`src/rtl/rr_pkg.sv`:
```
// Shared definitions for the round-robin arbiter clients: client indexing,
// requester FSM states and the arbiter's one-hot grant encoding.
package rr_pkg;

    localparam int NUM_CLIENTS = 4;

    typedef logic [1:0] client_id_t;

    typedef enum logic [1:0] {
        S_IDLE = 2'd0,
        S_PEND = 2'd1,
        S_LAST = 2'd2
    } state_t;

    localparam logic [NUM_CLIENTS-1:0] GRANT_C0 = 4'b0001;
    localparam logic [NUM_CLIENTS-1:0] GRANT_C1 = 4'b0010;
    localparam logic [NUM_CLIENTS-1:0] GRANT_C2 = 4'b0100;
    localparam logic [NUM_CLIENTS-1:0] GRANT_C3 = 4'b1000;

    // With one word left the request has to fall as soon as the grant arrives.
    function automatic state_t state_of(input int unsigned count);
        if (count == 0)
            return S_IDLE;
        else if (count == 1)
            return S_LAST;
        else
            return S_PEND;
    endfunction

endpackage

```
`src/rtl/rr_requester_if.sv`:
```
// Producer, arbiter and output-bus signals of one round-robin client.
// The master modport is the requester, the slave modport its environment.
interface rr_requester_if #(
    parameter int DATA_W = 8
) ();
    import rr_pkg::*;

    logic              in_valid;
    logic              in_ready;
    logic [DATA_W-1:0] in_data;
    logic              req;
    logic              grant;
    logic              bus_valid;
    logic [DATA_W-1:0] bus_data;
    client_id_t        bus_id;

    modport master (
        input  in_valid, in_data, grant,
        output in_ready, req, bus_valid, bus_data, bus_id
    );

    modport slave (
        output in_valid, in_data, grant,
        input  in_ready, req, bus_valid, bus_data, bus_id
    );

endinterface

```
`src/rtl/rr_req_fifo.sv`:
```
// DEPTH-entry word buffer for the requester; pointers wrap naturally because
// DEPTH is a power of two. Callers never push when full or pop when empty.
module rr_req_fifo #(
    parameter int DATA_W = 8,
    parameter int DEPTH  = 4,
    localparam int PTR_W = $clog2(DEPTH),
    localparam int CNT_W = PTR_W + 1
) (
    input  logic              clk,
    input  logic              rst,
    input  logic              push,
    input  logic              pop,
    input  logic [DATA_W-1:0] wr_data,
    output logic [DATA_W-1:0] rd_data,
    output logic [CNT_W-1:0]  count
);

    logic [DATA_W-1:0] mem [DEPTH];
    logic [PTR_W-1:0]  wr_ptr;
    logic [PTR_W-1:0]  rd_ptr;

    always_ff @(posedge clk) begin
        if (push)
            mem[wr_ptr] <= wr_data;
    end

    always_ff @(posedge clk or negedge rst) begin
        if (!rst) begin
            wr_ptr <= '0;
            rd_ptr <= '0;
            count  <= '0;
        end else begin
            if (push)
                wr_ptr <= wr_ptr + PTR_W'(1);
            if (pop)
                rd_ptr <= rd_ptr + PTR_W'(1);
            case ({push, pop})
                2'b10:   count <= count + CNT_W'(1);
                2'b01:   count <= count - CNT_W'(1);
                default: count <= count;
            endcase
        end
    end

    assign rd_data = mem[rd_ptr];

endmodule

```
`src/rtl/rr_requester.sv`:
```
// Round-robin arbiter client: queues words, requests while any are pending and
// issues one word per granted cycle. RR_REQUESTER_STATS_EN adds grant counters.
module rr_requester
    import rr_pkg::*;
#(
    parameter int DATA_W    = 8,
    parameter int DEPTH     = 4,
    parameter int CLIENT_ID = 0
) (
    input  logic           clk,
    input  logic           rst,
    rr_requester_if.master link
`ifdef RR_REQUESTER_STATS_EN
    ,
    output logic [15:0]    grant_cnt,
    output logic [7:0]     spurious_cnt
`endif
);

    localparam int CNT_W = $clog2(DEPTH) + 1;

    logic              push;
    logic              pop;
    logic [CNT_W-1:0]  count;
    logic [CNT_W-1:0]  count_next;
    logic [DATA_W-1:0] head;
    state_t            state_q;
    state_t            state_d;

    rr_req_fifo #(
        .DATA_W (DATA_W),
        .DEPTH  (DEPTH)
    ) u_fifo (
        .clk     (clk),
        .rst     (rst),
        .push    (push),
        .pop     (pop),
        .wr_data (link.in_data),
        .rd_data (head),
        .count   (count)
    );

    // A full FIFO refuses input even when the head is leaving this cycle.
    assign link.in_ready = (count < CNT_W'(DEPTH));
    assign push          = link.in_valid & link.in_ready;
    assign pop           = link.grant & (count != '0);

    always_comb begin
        count_next = count;
        case ({push, pop})
            2'b10:   count_next = count + CNT_W'(1);
            2'b01:   count_next = count - CNT_W'(1);
            default: count_next = count;
        endcase
    end

    always_ff @(posedge clk or negedge rst) begin
        if (!rst)
            state_q <= S_IDLE;
        else
            state_q <= state_d;
    end

    always_comb begin
        state_d  = state_of(32'(count_next));
        link.req = 1'b0;
        case (state_q)
            S_PEND:  link.req = 1'b1;
            S_LAST:  link.req = ~link.grant;
            default: link.req = 1'b0;
        endcase
    end

    always_ff @(posedge clk or negedge rst) begin
        if (!rst) begin
            link.bus_valid <= 1'b0;
            link.bus_data  <= '0;
            link.bus_id    <= '0;
        end else begin
            link.bus_valid <= pop;
            if (pop) begin
                link.bus_data <= head;
                link.bus_id   <= client_id_t'(CLIENT_ID);
            end
        end
    end

`ifdef RR_REQUESTER_STATS_EN
    always_ff @(posedge clk or negedge rst) begin
        if (!rst) begin
            grant_cnt    <= '0;
            spurious_cnt <= '0;
        end else begin
            if (pop)
                grant_cnt <= grant_cnt + 16'd1;
            if (link.grant && (count == '0) && (spurious_cnt != 8'hFF))
                spurious_cnt <= spurious_cnt + 8'd1;
        end
    end
`endif

endmodule

```
`src/flat_wrapper.sv`:
```
// flat-port wrapper written by rule: the top's interface ports become plain ports
module rr_requester_flat import rr_pkg::*;
#(
    parameter int DATA_W    = 8,
    parameter int DEPTH     = 4,
    parameter int CLIENT_ID = 0
)
  (clk, rst, link_in_valid, link_in_data, link_grant, link_in_ready, link_req, link_bus_valid, link_bus_data, link_bus_id);
  rr_requester_if #(.DATA_W(DATA_W)) link_i ();
  input  logic clk;
  input  logic rst;
  input wire logic [$bits(link_i.in_valid)-1:0] link_in_valid;
  input wire logic [$bits(link_i.in_data)-1:0] link_in_data;
  input wire logic [$bits(link_i.grant)-1:0] link_grant;
  output wire logic [$bits(link_i.in_ready)-1:0] link_in_ready;
  output wire logic [$bits(link_i.req)-1:0] link_req;
  output wire logic [$bits(link_i.bus_valid)-1:0] link_bus_valid;
  output wire logic [$bits(link_i.bus_data)-1:0] link_bus_data;
  output wire logic [$bits(link_i.bus_id)-1:0] link_bus_id;
  assign link_i.in_valid = link_in_valid;
  assign link_i.in_data = link_in_data;
  assign link_i.grant = link_grant;
  assign link_in_ready = link_i.in_ready;
  assign link_req = link_i.req;
  assign link_bus_valid = link_i.bus_valid;
  assign link_bus_data = link_i.bus_data;
  assign link_bus_id = link_i.bus_id;
  rr_requester #(.DATA_W(DATA_W), .DEPTH(DEPTH), .CLIENT_ID(CLIENT_ID)) u_core (.clk(clk), .rst(rst), .link(link_i));
endmodule
```
`config.mk`:
```
export PLATFORM = sky130hd
export DESIGN_NAME = rr_requester_flat
export DESIGN_NICKNAME = d
export VERILOG_FILES = /design/src/rtl/rr_pkg.sv /design/src/rtl/rr_requester_if.sv /design/src/rtl/rr_req_fifo.sv /design/src/rtl/rr_requester.sv /design/src/flat_wrapper.sv
export SDC_FILE = /design/constraint.sdc
export NUM_CORES = 1
export LEC_CHECK = 0
export ABC_CLOCK_PERIOD_IN_PS = 3200
export BUFFER_PORTS_ARGS = -buffer_cell sky130_fd_sc_hd__clkbuf_2
export CAP_MARGIN = 30
export CORE_AREA = 2 2 94 96
export CTS_CLUSTER_DIAMETER = 150
export CTS_CLUSTER_SIZE = 20
export DETAILED_ROUTE_END_ITERATION = 8
export DIE_AREA = 0 0 96 98
export HOLD_SLACK_MARGIN = 0.15
export PLACE_DENSITY = 0.37
export SLEW_MARGIN = 20
export SYNTH_ARGS = -nofsm -noshare
export SYNTH_HDL_FRONTEND = slang
export SYNTH_SLANG_ARGS = --single-unit
```
`constraint.sdc`:
```
create_clock -name clk -period 3.2 [get_ports clk]
set_clock_uncertainty 0.15 [all_clocks]
set_input_delay 0.32 -clock clk [delete_from_list [all_inputs] [get_ports clk]]
set_output_delay 0.32 -clock clk [all_outputs]
set_load 0.01 [all_outputs]
```
; ---- Word-level counts from Yosys, hierarchy flattened
; Memories as Yosys holds them, arrays and structs flattened. A register that Yosys moved wholly into a read port is not among the register bits.
; Cells that the tools add are included.
[word_totals]
ff_bits = 10
mem_bits_rw = 32
inputBits = 12
output_inout_bits = 13
word_cells = 28
memories = 1
[mem_list]
columns = memory, depth, word_bits, rd, rd_clocked_by_memory_dff, write_ports, line_no
row1 = u_core.u_fifo.mem, 4, 8, 1, 1, 1, rr_req_fifo.sv:18  ; logic [DATA_W-1:0] mem [DEPTH];
[op_classes]
n_addsub = 4
magnitude_cmp = 1
n_eq_ne = 5
n_mux = 6
bitwise_logic = 3
reduce_logical = 3
[ops]
columns = op, n
row1 = $pmux 3 s2, 1
row2 = $add 2x1->2 const B, 2
row3 = $eq 2x1->1 const B, 2
row4 = $eq 2x2->1 const B, 2
row5 = $mux 2, 2
row6 = $add 3x1->3 const B, 1
row7 = $eq 3x1->1 const B, 1
row8 = $logic_not 3->1, 1
row9 = $lt 3x3->1 const B, 1
row10 = $reduce_bool 3->1, 1
row11 = $sub 3x1->3 const B, 1
row12 = $and 1x1->1, 2
row13 = $mux 1, 2
row14 = $pmux 1 s2, 1
row15 = $logic_not 1->1, 1
row16 = $not 1->1, 1

; ---- Depth between registers and ports, before layout
; Gate-level depths: netlist of the first run.
[depth]
ltp_word = 7
ltp_mapped = 9
ltp_nobuf = 8

; ---- Modules after synthesis
; A second synthesis of the first run with hierarchy kept.
[hier_totals]
hier_cells = 122
hier_area_um2 = 2109.5
[by_module_without_submodules]
columns = mod, instances, cells_per_inst, area_per_inst_um2
row1 = rr_req_fifo, 1, 73, 1531.5
row2 = rr_requester, 1, 49, 578.1

; ---- Least setup slack after synthesis of the first run
; No wires, ideal clock.
[synth_path]
path_kind = register to register
from = register u_core.u_fifo.count[1]
to = register u_core.state_q[1]
setup_time_ns = 0.120
t_arrival_ns = 2.189
required_time_ns = 2.930
path_slack_ns = 0.741
stages_incl_launch_ff = 9
path_cell_list = dfrtp_1 o31ai_4 inv_4 ha_1 inv_1 fa_1 nor2b_1 a211oi_1 and3b_1
[synth_via]
elab_chain_len = 7
[synth_rtl]
columns = item, line_no
row1 = "start, declared", rr_req_fifo.sv:15  ; output logic [CNT_W-1:0] count
row2 = "start signal, assigned", rr_req_fifo.sv:38  ; 2'b10: count <= count + CNT_W'(1);
row3 = "start signal, assigned", rr_req_fifo.sv:39  ; 2'b01: count <= count - CNT_W'(1);
row4 = "start signal, assigned", rr_req_fifo.sv:40  ; default: count <= count;
row5 = $reduce_bool 3->1 (*), rr_requester.sv:46  ; assign pop = link.grant & (count != '0);
row6 = $and 1x1->1 (*), rr_requester.sv:46
row7 = via u_core.pop, rr_requester.sv:23  ; logic pop;
row8 = $eq 2x1->1 / $eq 2x2->1 (equally long branches), rr_requester.sv:50  ; case ({push, pop})
row9 = $pmux 3 s2 (*), rr_requester.sv:50
row10 = $eq 3x1->1, rr_pkg.sv:24  ; else if (count == 1)
row11 = $mux 2, rr_pkg.sv:24
row12 = $mux 2 (*), rr_pkg.sv:22  ; if (count == 0)
row13 = via u_core.state_d[1], rr_requester.sv:28  ; state_t state_d;
row14 = "end signal, assigned", rr_requester.sv:61  ; state_q <= state_d;
row15 = "end, declared", rr_requester.sv:27  ; state_t state_q;
; Mark *: on every way through the listed nets, which the timed path passes. The rest lies on a longest branch.
; A chain may end at the register's enable or synchronous reset.

; ---- Final worst setup path of the first run
[layout_path]
from = register u_core.u_fifo.count[2]
to = register u_core.state_q[1]
[layout_via]
elab_chain_len = 7
[layout_rtl]
columns = item, line_no
row1 = $lt 3x3->1 / $reduce_bool 3->1 (equally long branches), "rr_requester.sv:44, rr_requester.sv:46"
row2 = "$and 1x1->1, on equally long branches", "rr_requester.sv:45, rr_requester.sv:46"
row3 = $eq 2x1->1 / $eq 2x2->1 (equally long branches), rr_requester.sv:50
row4 = $pmux 3 s2 (*), rr_requester.sv:50
row5 = $eq 3x1->1, rr_pkg.sv:24
row6 = $mux 2, rr_pkg.sv:24
row7 = $mux 2 (*), rr_pkg.sv:22
row8 = via u_core.state_d[1], rr_requester.sv:28
; Marked as above.

==> impl_metrics.ini, run 1 <==
[outcome]
status = finished, final reports clean

[global_routing]
grt_antenna_before_repair = 0
grt_overflow_total = 0
grt_pass1_wl_um = 6240
grt_max_degree = 19
grt_usage = 0.0910
grt_pass1_vias = 1186

[placed_design]
numPortBuffers = 22
gp_congestion = 0.648
place.detailed.hpwl_um = 2570
place_area_mm2 = 0.00228
place_inst = 260

[cells_and_area]
syn2layout_area_growth_pct = 19.4
fillers = 855
fin_cells = 277
final_nets = 188
drive_gt1_frac = 0.243
final_cell_mix = edfxtp_1, nand2_1, clkbuf_2, dfrtp_1, inv_1
layout_commonest_cell = edfxtp_1
finalInstanceArea_mm2 = 0.00245
antenna_cells = 0

[synth]
ys_seq_elements = 50
yosys_warnings = 0
synth_simple_gate_area_share = 0.0878
yosysTopAreaCellShare = 0.468
netlist_area_mm2 = 0.00205
ys_types = 25
netlist_instances = 133
ys_top_cells_by_area = edfxtp_1, dfrtp_1, mux4_2, nand2_1, ha_1
synth_top_family_by_area = simple AND/OR/NAND/NOR gates
synthAdderAreaFrac = 0.0524
ys_seq_area_frac = 0.687
synth-xor-area-share = 0.0256
synth_area_per_cell_um2 = 15.4
synthMuxAreaShare = 0.0878
synth_compound_area_frac = 0.0213
yosys.area.top_type = edfxtp_1

[detailed_routing]
drt_iter0_drc = 32
firstDrtPassIters = 4
antenna_left = 0
wl_per_cell_um = 13.7
num_vias = 1099
drc = 0
via_per_inst = 3.97
wl_um = 3790

[floorplanning]
boundaryPins = 25
die_y_um = 98
initial_core_util = 0.243
die_width_um = 96
core_area_mm2 = 0.00847
row_count = 34
die-area_mm2 = 0.00941

[critical_path]
critical_path_class = reg2reg
required_ns = 3.25
critPathMaxFanout = 8
end_kind = flop
ff2ff_setup_slack_ns = 0.64
r2r_start = u_core.u_fifo.count[2]
cp.arrival_ns = 2.60
r2r_cells = 8
rr_endpoint = u_core.state_q[1]
start_kind = flop

[cts]
cts_sinks = 50
post-cts-setup-buffers = 0
cts.repair.resized = 0
htree_levels = 2
clockBufferDepth = 2
cts_tree = built
path_clk_slew_ns = 0.09
clk_latency_ns = 0.30
clockRootBuffer = clkbuf_8
cts_made_buffers = 5

[pwr]
irDropWorstVdd_mv = 0.204
power_density_mw_per_mm2 = 818
total_power_uw = 2010
p_leak_uw = 0.000989

[sta]
worst_slew_pin_slew_ns = 0.645
rsz0062_at_grt = false
hold_viol = 0
slew_violations = 0
finalCritPeriodShare = 0.799
period_needed_ns = 2.56
setup_tns_ns = 0
setup_viol = 0
max-slew-margin-rel = 0.570
max_freq_mhz = 391

[min_path]
min_from = link_grant
min-delay-path-class = in2reg
holdPathEnd = u_core.link.bus_valid
hold_depth = 3

[flow_run]
maxCapViolCount = 0
Yosys cell counts:
cell	number
nor2_1	3
buf_4	3
a211oi_1	1
inv_4	1
nor2b_1	2
o21ai_0	1
ha_1	7
nand2_2	1
edfxtp_1	32
o31ai_4	1
o21ai_1	1
clkbuf_1	2
fa_1	1
xnor2_1	5
inv_1	10
conb_1	1
nand2b_1	2
and2_1	4
a21oi_1	1
nand2_1	25
mux4_2	8
xor2_1	1
and3b_1	1
and2b_4	1
dfrtp_1	18
layer usage:
| metal | share of wire | wire length, um | track usage |
|---|---|---|---|
| met5 | 0 | 0 | 0 |
| met4 | 0.012 | 45 | 0.0264 |
| met3 | 0.045 | 172 | 0.0285 |
| met2 | 0.52 | 1980 | 0.152 |
| met1 | 0.42 | 1600 | 0.112 |
flip-flops by register name (all words and copies together) (netlist names):
signal	flops
u_core.u_fifo.mem	32
u_core.link.bus_data	8
u_core.u_fifo.count	3
u_core.state_q	2
u_core.u_fifo.rd_ptr	2
u_core.u_fifo.wr_ptr	2
u_core.link.bus_valid	1
per-stage QoR:
step	utilization	setup slack, ns	hold WS, ns
2_1_floorplan	-	0.741	-0.126
3_3_place_gp	0.269	0.765	0.152
3_5_place_dp	0.269	0.644	0.156
4_1_cts	0.290	0.634	0.182
5_1_grt	0.290	0.432	0.188
6_report	0.290	0.642	0.182
kinds of logic (layout without fill, tap and decap cells):
group	Yosys count	in the layout
DFF	50	50
buffers and inverters	16	51
muxes	8	8
adders and majority gates	8	8
other	1	2
AOI/OAI and AO/OA	5	5
xor gates and xnor gates	6	6
and+or+nand+nor	39	39
area by class of cell:
cell class	count	area [um2]	area share
repair buffers	32	208	0.0847
well taps	108	135	0.0551
flip-flops and latches	50	1410	0.576
clock inverters	2	8.76	0.00357
multi-input cells	68	572	0.233
inverters	11	43.8	0.0179
clock buffers	6	72.6	0.0296
worst max-delay path, cell delays in order (launching register included):
cell      delay (ns)
dfrtp_1         0.46
nor2b_1         0.42
inv_1           0.09
ha_1            0.22
inv_1           0.08
fa_1            0.43
nor2b_1         0.16
a211oi_1        0.24
and3b_1         0.21
worst max path at each step:
stage                           start                 to  slack, ns  depth (start not counted)
2_1_floorplan  u_core.u_fifo.count[1]  u_core.state_q[1]       0.74                          8
3_3_place_gp   u_core.u_fifo.count[2]  u_core.state_q[1]       0.76                          8
3_5_place_dp   u_core.u_fifo.count[2]  u_core.state_q[1]       0.64                          8
4_1_cts        u_core.u_fifo.count[2]  u_core.state_q[1]       0.63                          8
5_1_grt        u_core.u_fifo.count[2]  u_core.state_q[1]       0.43                          8
6_report       u_core.u_fifo.count[2]  u_core.state_q[1]       0.64                          8
where the power goes:
part / leakage, uW / switching (uW) / internal [uW] / total (uW)
registers: 0.000506 / 151 / 861 / 1010
logic: 0.000440 / 323 / 324 / 647
clock network: 0.0000426 / 196 / 151 / 346
total: 0.000989 / 670 / 1340 / 2010
timing repair:
| action | in CTS | in global routing |
|---|---|---|
| hold buffers | 9 | 0 |
| endpoints found under the hold margin | 50 | 0 |
| setup endpoints to repair | 0 | 0 |
Power figures use the tool's default switching activity.
==> run 2: changes to the inputs <==
Settings changed: ABC_CLOCK_PERIOD_IN_PS 3200 to 2500.
Clock period 3.2 ns to 2.5 ns, I/O delays scaled along.
==> run 2 against run 1 <==
  * Non-clock buffer count up 2
  * Sequential share of layout area down 0.55 points
  * Cell count up 0.72%
  * Largest power group unchanged
  * Critical path type unchanged
  * Worst hold slack better by 0.068 ns
  * Register-to-register slack worse by 0.51 ns
  * Total power up 30%
  * Critical path depth unchanged
  * Largest cell class unchanged
  * Setup slack worse by 0.51 ns
  * Sequential power up 28%
  * Via count about the same
  * Die area unchanged
==> impl_metrics.ini, run 2 (synthesis results as in run 1) <==
[outcome]
status = finished, final reports clean

[detailed_routing]
wl_per_cell_um = 13.9
antenna_left = 0
firstDrtPassIters = 4
wl_um = 3870
via_per_inst = 3.94
num_vias = 1098
drt_iter0_drc = 56
drc = 0

[global_routing]
grt_antenna_before_repair = 0
grt_pass1_vias = 1172
grt_usage = 0.0910
grt_overflow_total = 0
grt_max_degree = 19
grt_pass1_wl_um = 6200

[sta]
hold_viol = 0
setup_tns_ns = 0
max-slew-margin-rel = 0.579
finalCritPeriodShare = 0.948
worst_slew_pin_slew_ns = 0.632
max_freq_mhz = 422
setup_viol = 0
rsz0062_at_grt = false
period_needed_ns = 2.37
fin_hold_ws_ns = 0.250
slew_violations = 0

[cts]
htree_levels = 2
clockBufferDepth = 2
cts_tree = built
clockRootBuffer = clkbuf_8
post-cts-setup-buffers = 0
path_clk_slew_ns = 0.09
cts_made_buffers = 5
cts_sinks = 50
clk_latency_ns = 0.30

[cells_and_area]
final_nets = 190
reg_top3 = u_core.u_fifo.mem: 32 flops, u_core.link.bus_data: 8 flops, u_core.u_fifo.count: 3 flops
largest_reg_flops = 32
antenna_cells = 0
drive_gt1_frac = 0.257
finalInstanceArea_mm2 = 0.00247
syn2layout_area_growth_pct = 20.5
fin_cells = 279
final_cell_mix = edfxtp_1, nand2_1, clkbuf_2, dfrtp_1, inv_1
layout_commonest_cell = edfxtp_1
fillers = 845
regMostFlops = u_core.u_fifo.mem

[critical_path]
end_kind = flop
critPathMaxStageDelay_ns = 0.43
required_ns = 2.54
crit_chain = o31ai_4 -> inv_4 -> ha_1 -> inv_1 -> fa_1 -> nor2b_1 -> a211oi_1 -> and3b_1
cp.arrival_ns = 2.41
critical_path_class = reg2reg
start_kind = flop
critPathMaxFanout = 3
cpMaxStageDelayCell = fa_1

[placed_design]
place.detailed.hpwl_um = 2630
place_area_mm2 = 0.00229
place_inst = 262
gp_congestion = 0.694
numPortBuffers = 22

[pwr]
p_leak_uw = 0.00100
sw_frac_of_total = 0.338
clockPowerShare = 0.178
irDropWorstVdd_mv = 0.362
power_density_mw_per_mm2 = 1050
p_int_uw = 1720
combPwrFrac = 0.327
p_switching_uw = 879
power_frac_seq = 0.495
total_power_uw = 2600

[floorplanning]
die_y_um = 98
row_count = 34
boundaryPins = 25
die-area_mm2 = 0.00941
die_width_um = 96
initial_core_util = 0.243
core_area_mm2 = 0.00847

[min_path]
min-delay-path-class = in2reg

[flow_run]
maxCapViolCount = 0
-- run 2: what timing repair did --
action                    4_1_cts  5_1_grt
hold buffers                    9        0
gates resized for setup         0        0
hold endpoints to repair       50        0
-- run 2: worst paths after layout --
path | endpoint | start | depth (start not counted) | slack, ns
hold reg to reg | u_core.link.bus_data[3] | u_core.link.bus_data[3] | 2 | 0.33
max in group asynchronous | u_core.u_fifo.wr_ptr[0] | rst | 2 | 1.54
hold / removal | u_core.link.bus_valid | link_grant | 4 | 0.25
setup / recovery | u_core.state_q[1] | u_core.u_fifo.count[1] | 8 | 0.13
setup reg to reg | u_core.state_q[1] | u_core.u_fifo.count[1] | 8 | 0.13
min in group asynchronous | u_core.link.bus_data[4] | rst | 2 | 0.31
-- run 2: area by class of cell --
class	count	area (um2)	area share
Sequential cell	50	1410	0.570
Clock inverter	3	21.3	0.00859
Tap cell	108	135	0.0546
Inverter	11	43.8	0.0177
Multi-Input combinational cell	68	572	0.231
Timing Repair Buffer	34	223	0.0900
Clock buffer	5	68.8	0.0278
-- run 2: stage by stage --
step / utilization / setup WS [ns]
global route: 0.292 / 0.0180
floorplan: - / 0.0412
detailed placement: 0.271 / 0.150
global placement: 0.271 / 0.227
CTS: 0.292 / 0.133
finish: 0.292 / 0.130
-- run 2: routing by layer --
| layer | track usage | part of all wire |
|---|---|---|
| met5 | 0 | 0 |
| met3 | 0.0239 | 0.044 |
| met2 | 0.152 | 0.51 |
| met1 | 0.112 | 0.43 |
| met4 | 0.0330 | 0.011 |
-- run 2: critical path, delay by kind of cell, from the launching register on --
| kind | cells | cell delay, ns |
|---|---|---|
| adder cells (fa/ha/maj) | 2 | 0.65 |
| AND/OR/NAND/NOR | 2 | 0.37 |
| buffers and inverters | 2 | 0.13 |
| AO/OA/AOI/OAI | 2 | 0.54 |
| flip-flops | 1 | 0.42 |
-- run 2: power groups by stage --
stage          Combinational, uW  Sequential (uW)  Clock (uW)
6_report                     851             1290         464
5_1_grt                      956             1340         520
4_1_cts                      869             1300         488
3_5_place_dp                 852             1320           0
3_3_place_gp                 829             1310           0
2_1_floorplan                634             1240           0
==> run 3: changes to the inputs <==
Settings changed: CORE_AREA 2 2 94 96 to 2 2 71 73, DIE_AREA 0 0 96 98 to 0 0 73 75, PLACE_DENSITY 0.37 to 0.6.
==> run 3 against run 2 <==
  * Register-to-register slack about the same
  * First-iteration DRC count fell by 21%
  * Critical path type unchanged
  * Die area fell by 42%
  * Largest power group unchanged
  * Flip-flop and latch count unchanged
  * Clock-buffer cell count stayed put
  * Setup slack improved by 0.0075 ns
  * Critical path depth stayed put
  * Non-clock buffer count unchanged
==> impl_metrics.ini, run 3 (synthesis results as in run 1) <==
[cts]
cts_sinks = 50
clockRootBuffer = clkbuf_8
cts_hold_buf = 9
cts_made_buffers = 5
clockBufferDepth = 2
clk_latency_ns = 0.30
path_clk_slew_ns = 0.09
htree_levels = 2
cts.repair.resized = 0
cts_tree = built
post-cts-setup-buffers = 0

[critical_path]
critical_path_class = reg2reg
critPathMaxFanout = 3
cp.arrival_ns = 2.41
start_kind = flop
required_ns = 2.55
end_kind = flop

[detailed_routing]
wl_per_cell_um = 14.4
firstDrtPassIters = 4
drc = 0
num_vias = 1095
antenna_left = 0
via_per_inst = 4.87
drt_iter0_drc = 44
wl_um = 3250

[floorplanning]
die_width_um = 73
die-area_mm2 = 0.00548
initial_core_util = 0.441
die_y_um = 75
boundaryPins = 25
row_count = 25
core_area_mm2 = 0.00466

[sta]
rsz0062_at_grt = false
worst_slew_pin_slew_ns = 0.623
setup_tns_ns = 0
hold_viol = 0
finalCritPeriodShare = 0.945
max_freq_mhz = 423
period_needed_ns = 2.36
setup_viol = 0
slew_violations = 0
max-slew-margin-rel = 0.585

[placed_design]
place_inst = 208
gp_congestion = 0.863
place.detailed.hpwl_um = 2260
numPortBuffers = 22

[cells_and_area]
final_cell_mix = edfxtp_1, nand2_1, clkbuf_2, dfrtp_1, inv_1
fin_cells = 225
regMostFlops = u_core.u_fifo.mem
syn2layout_area_growth_pct = 17.2
layout_commonest_cell = edfxtp_1
final_nets = 190
reg_top3 = u_core.u_fifo.mem: 32 flops, u_core.link.bus_data: 8 flops, u_core.u_fifo.count: 3 flops
drive_gt1_frac = 0.257
largest_reg_flops = 32
antenna_cells = 0

[pwr]
p_leak_uw = 0.000998
power_density_mw_per_mm2 = 1070
irDropWorstVdd_mv = 0.373

[global_routing]
grt_usage = 0.140
grt_max_degree = 19
grt_pass1_wl_um = 5290
grt_antenna_before_repair = 0
grt_pass1_vias = 1127
grt_overflow_total = 0

[outcome]
status = finished, final reports clean

[flow_run]
maxCapViolCount = 0

[min_path]
min-delay-path-class = in2reg
[run 3: changes by cell type in the layout (fill, tap and decap cells not counted)]
| cell | previous run | this run |
|---|---|---|
| clkinvlp_4 | 0 | 1 |
| clkinv_4 | 2 | 0 |
| inv_6 | 0 | 1 |
[run 3: worst max-delay path, cell delays in order, from the launching register on]
cell      delay, ns
dfrtp_1        0.43
o31ai_4        0.33
inv_4          0.05
ha_1           0.22
inv_1          0.07
fa_1           0.42
nor2b_1        0.16
a211oi_1       0.22
and3b_1        0.20
[run 3: path summary, 6_finish.rpt]
kind	startpoint	endpoint	slack (ns)	cells after the start
setup / recovery	u_core.u_fifo.count[1]	u_core.state_q[1]	0.14	8
hold / removal	link_grant	u_core.link.bus_valid	0.25	4
setup reg to reg	u_core.u_fifo.count[1]	u_core.state_q[1]	0.14	8
hold reg to reg	u_core.link.bus_data[2]	u_core.link.bus_data[2]	0.33	2
max in group asynchronous	rst	u_core.u_fifo.wr_ptr[1]	1.61	2
min in group asynchronous	rst	u_core.u_fifo.count[1]	0.27	2
[run 3: power by group]
| group | switching [uW] | internal (uW) |
|---|---|---|
| clock | 271 | 197 |
| sequential | 181 | 1100 |
| combinational | 405 | 421 |
| total | 857 | 1720 |
[run 3: layer usage]
layer,GRT usage,vias up,part of all wire
met5,0,-,0
met4,0.0473,0,0.0086
met3,0.0535,4,0.034
met2,0.250,21,0.55
met1,0.152,542,0.41
li1,-,528,-
[run 3: final cells by class]
class | instances | area [um2]
Timing Repair Buffer | 34 | 223
Clock inverter | 3 | 20.0
Multi-Input combinational cell | 68 | 572
Fill cell | 392 | 2250
Clock buffer | 5 | 68.8
Inverter | 11 | 43.8
Sequential cell | 50 | 1410
Tap cell | 54 | 67.6
[run 3: metrics by stage]
step                      power, uW  area (um2)  setup slack, ns   util  hold slack [ns]
final                          2580        2410            0.137  0.516            0.250
after global routing           2760        2410           0.0370  0.516            0.259
after CTS                      2620        2410            0.126  0.516            0.254
after detailed placement       2140        2230            0.144  0.478           0.0764
after global placement         2100        2230            0.247  0.478           0.0694
after floorplan                1880        2060           0.0412      -           -0.196
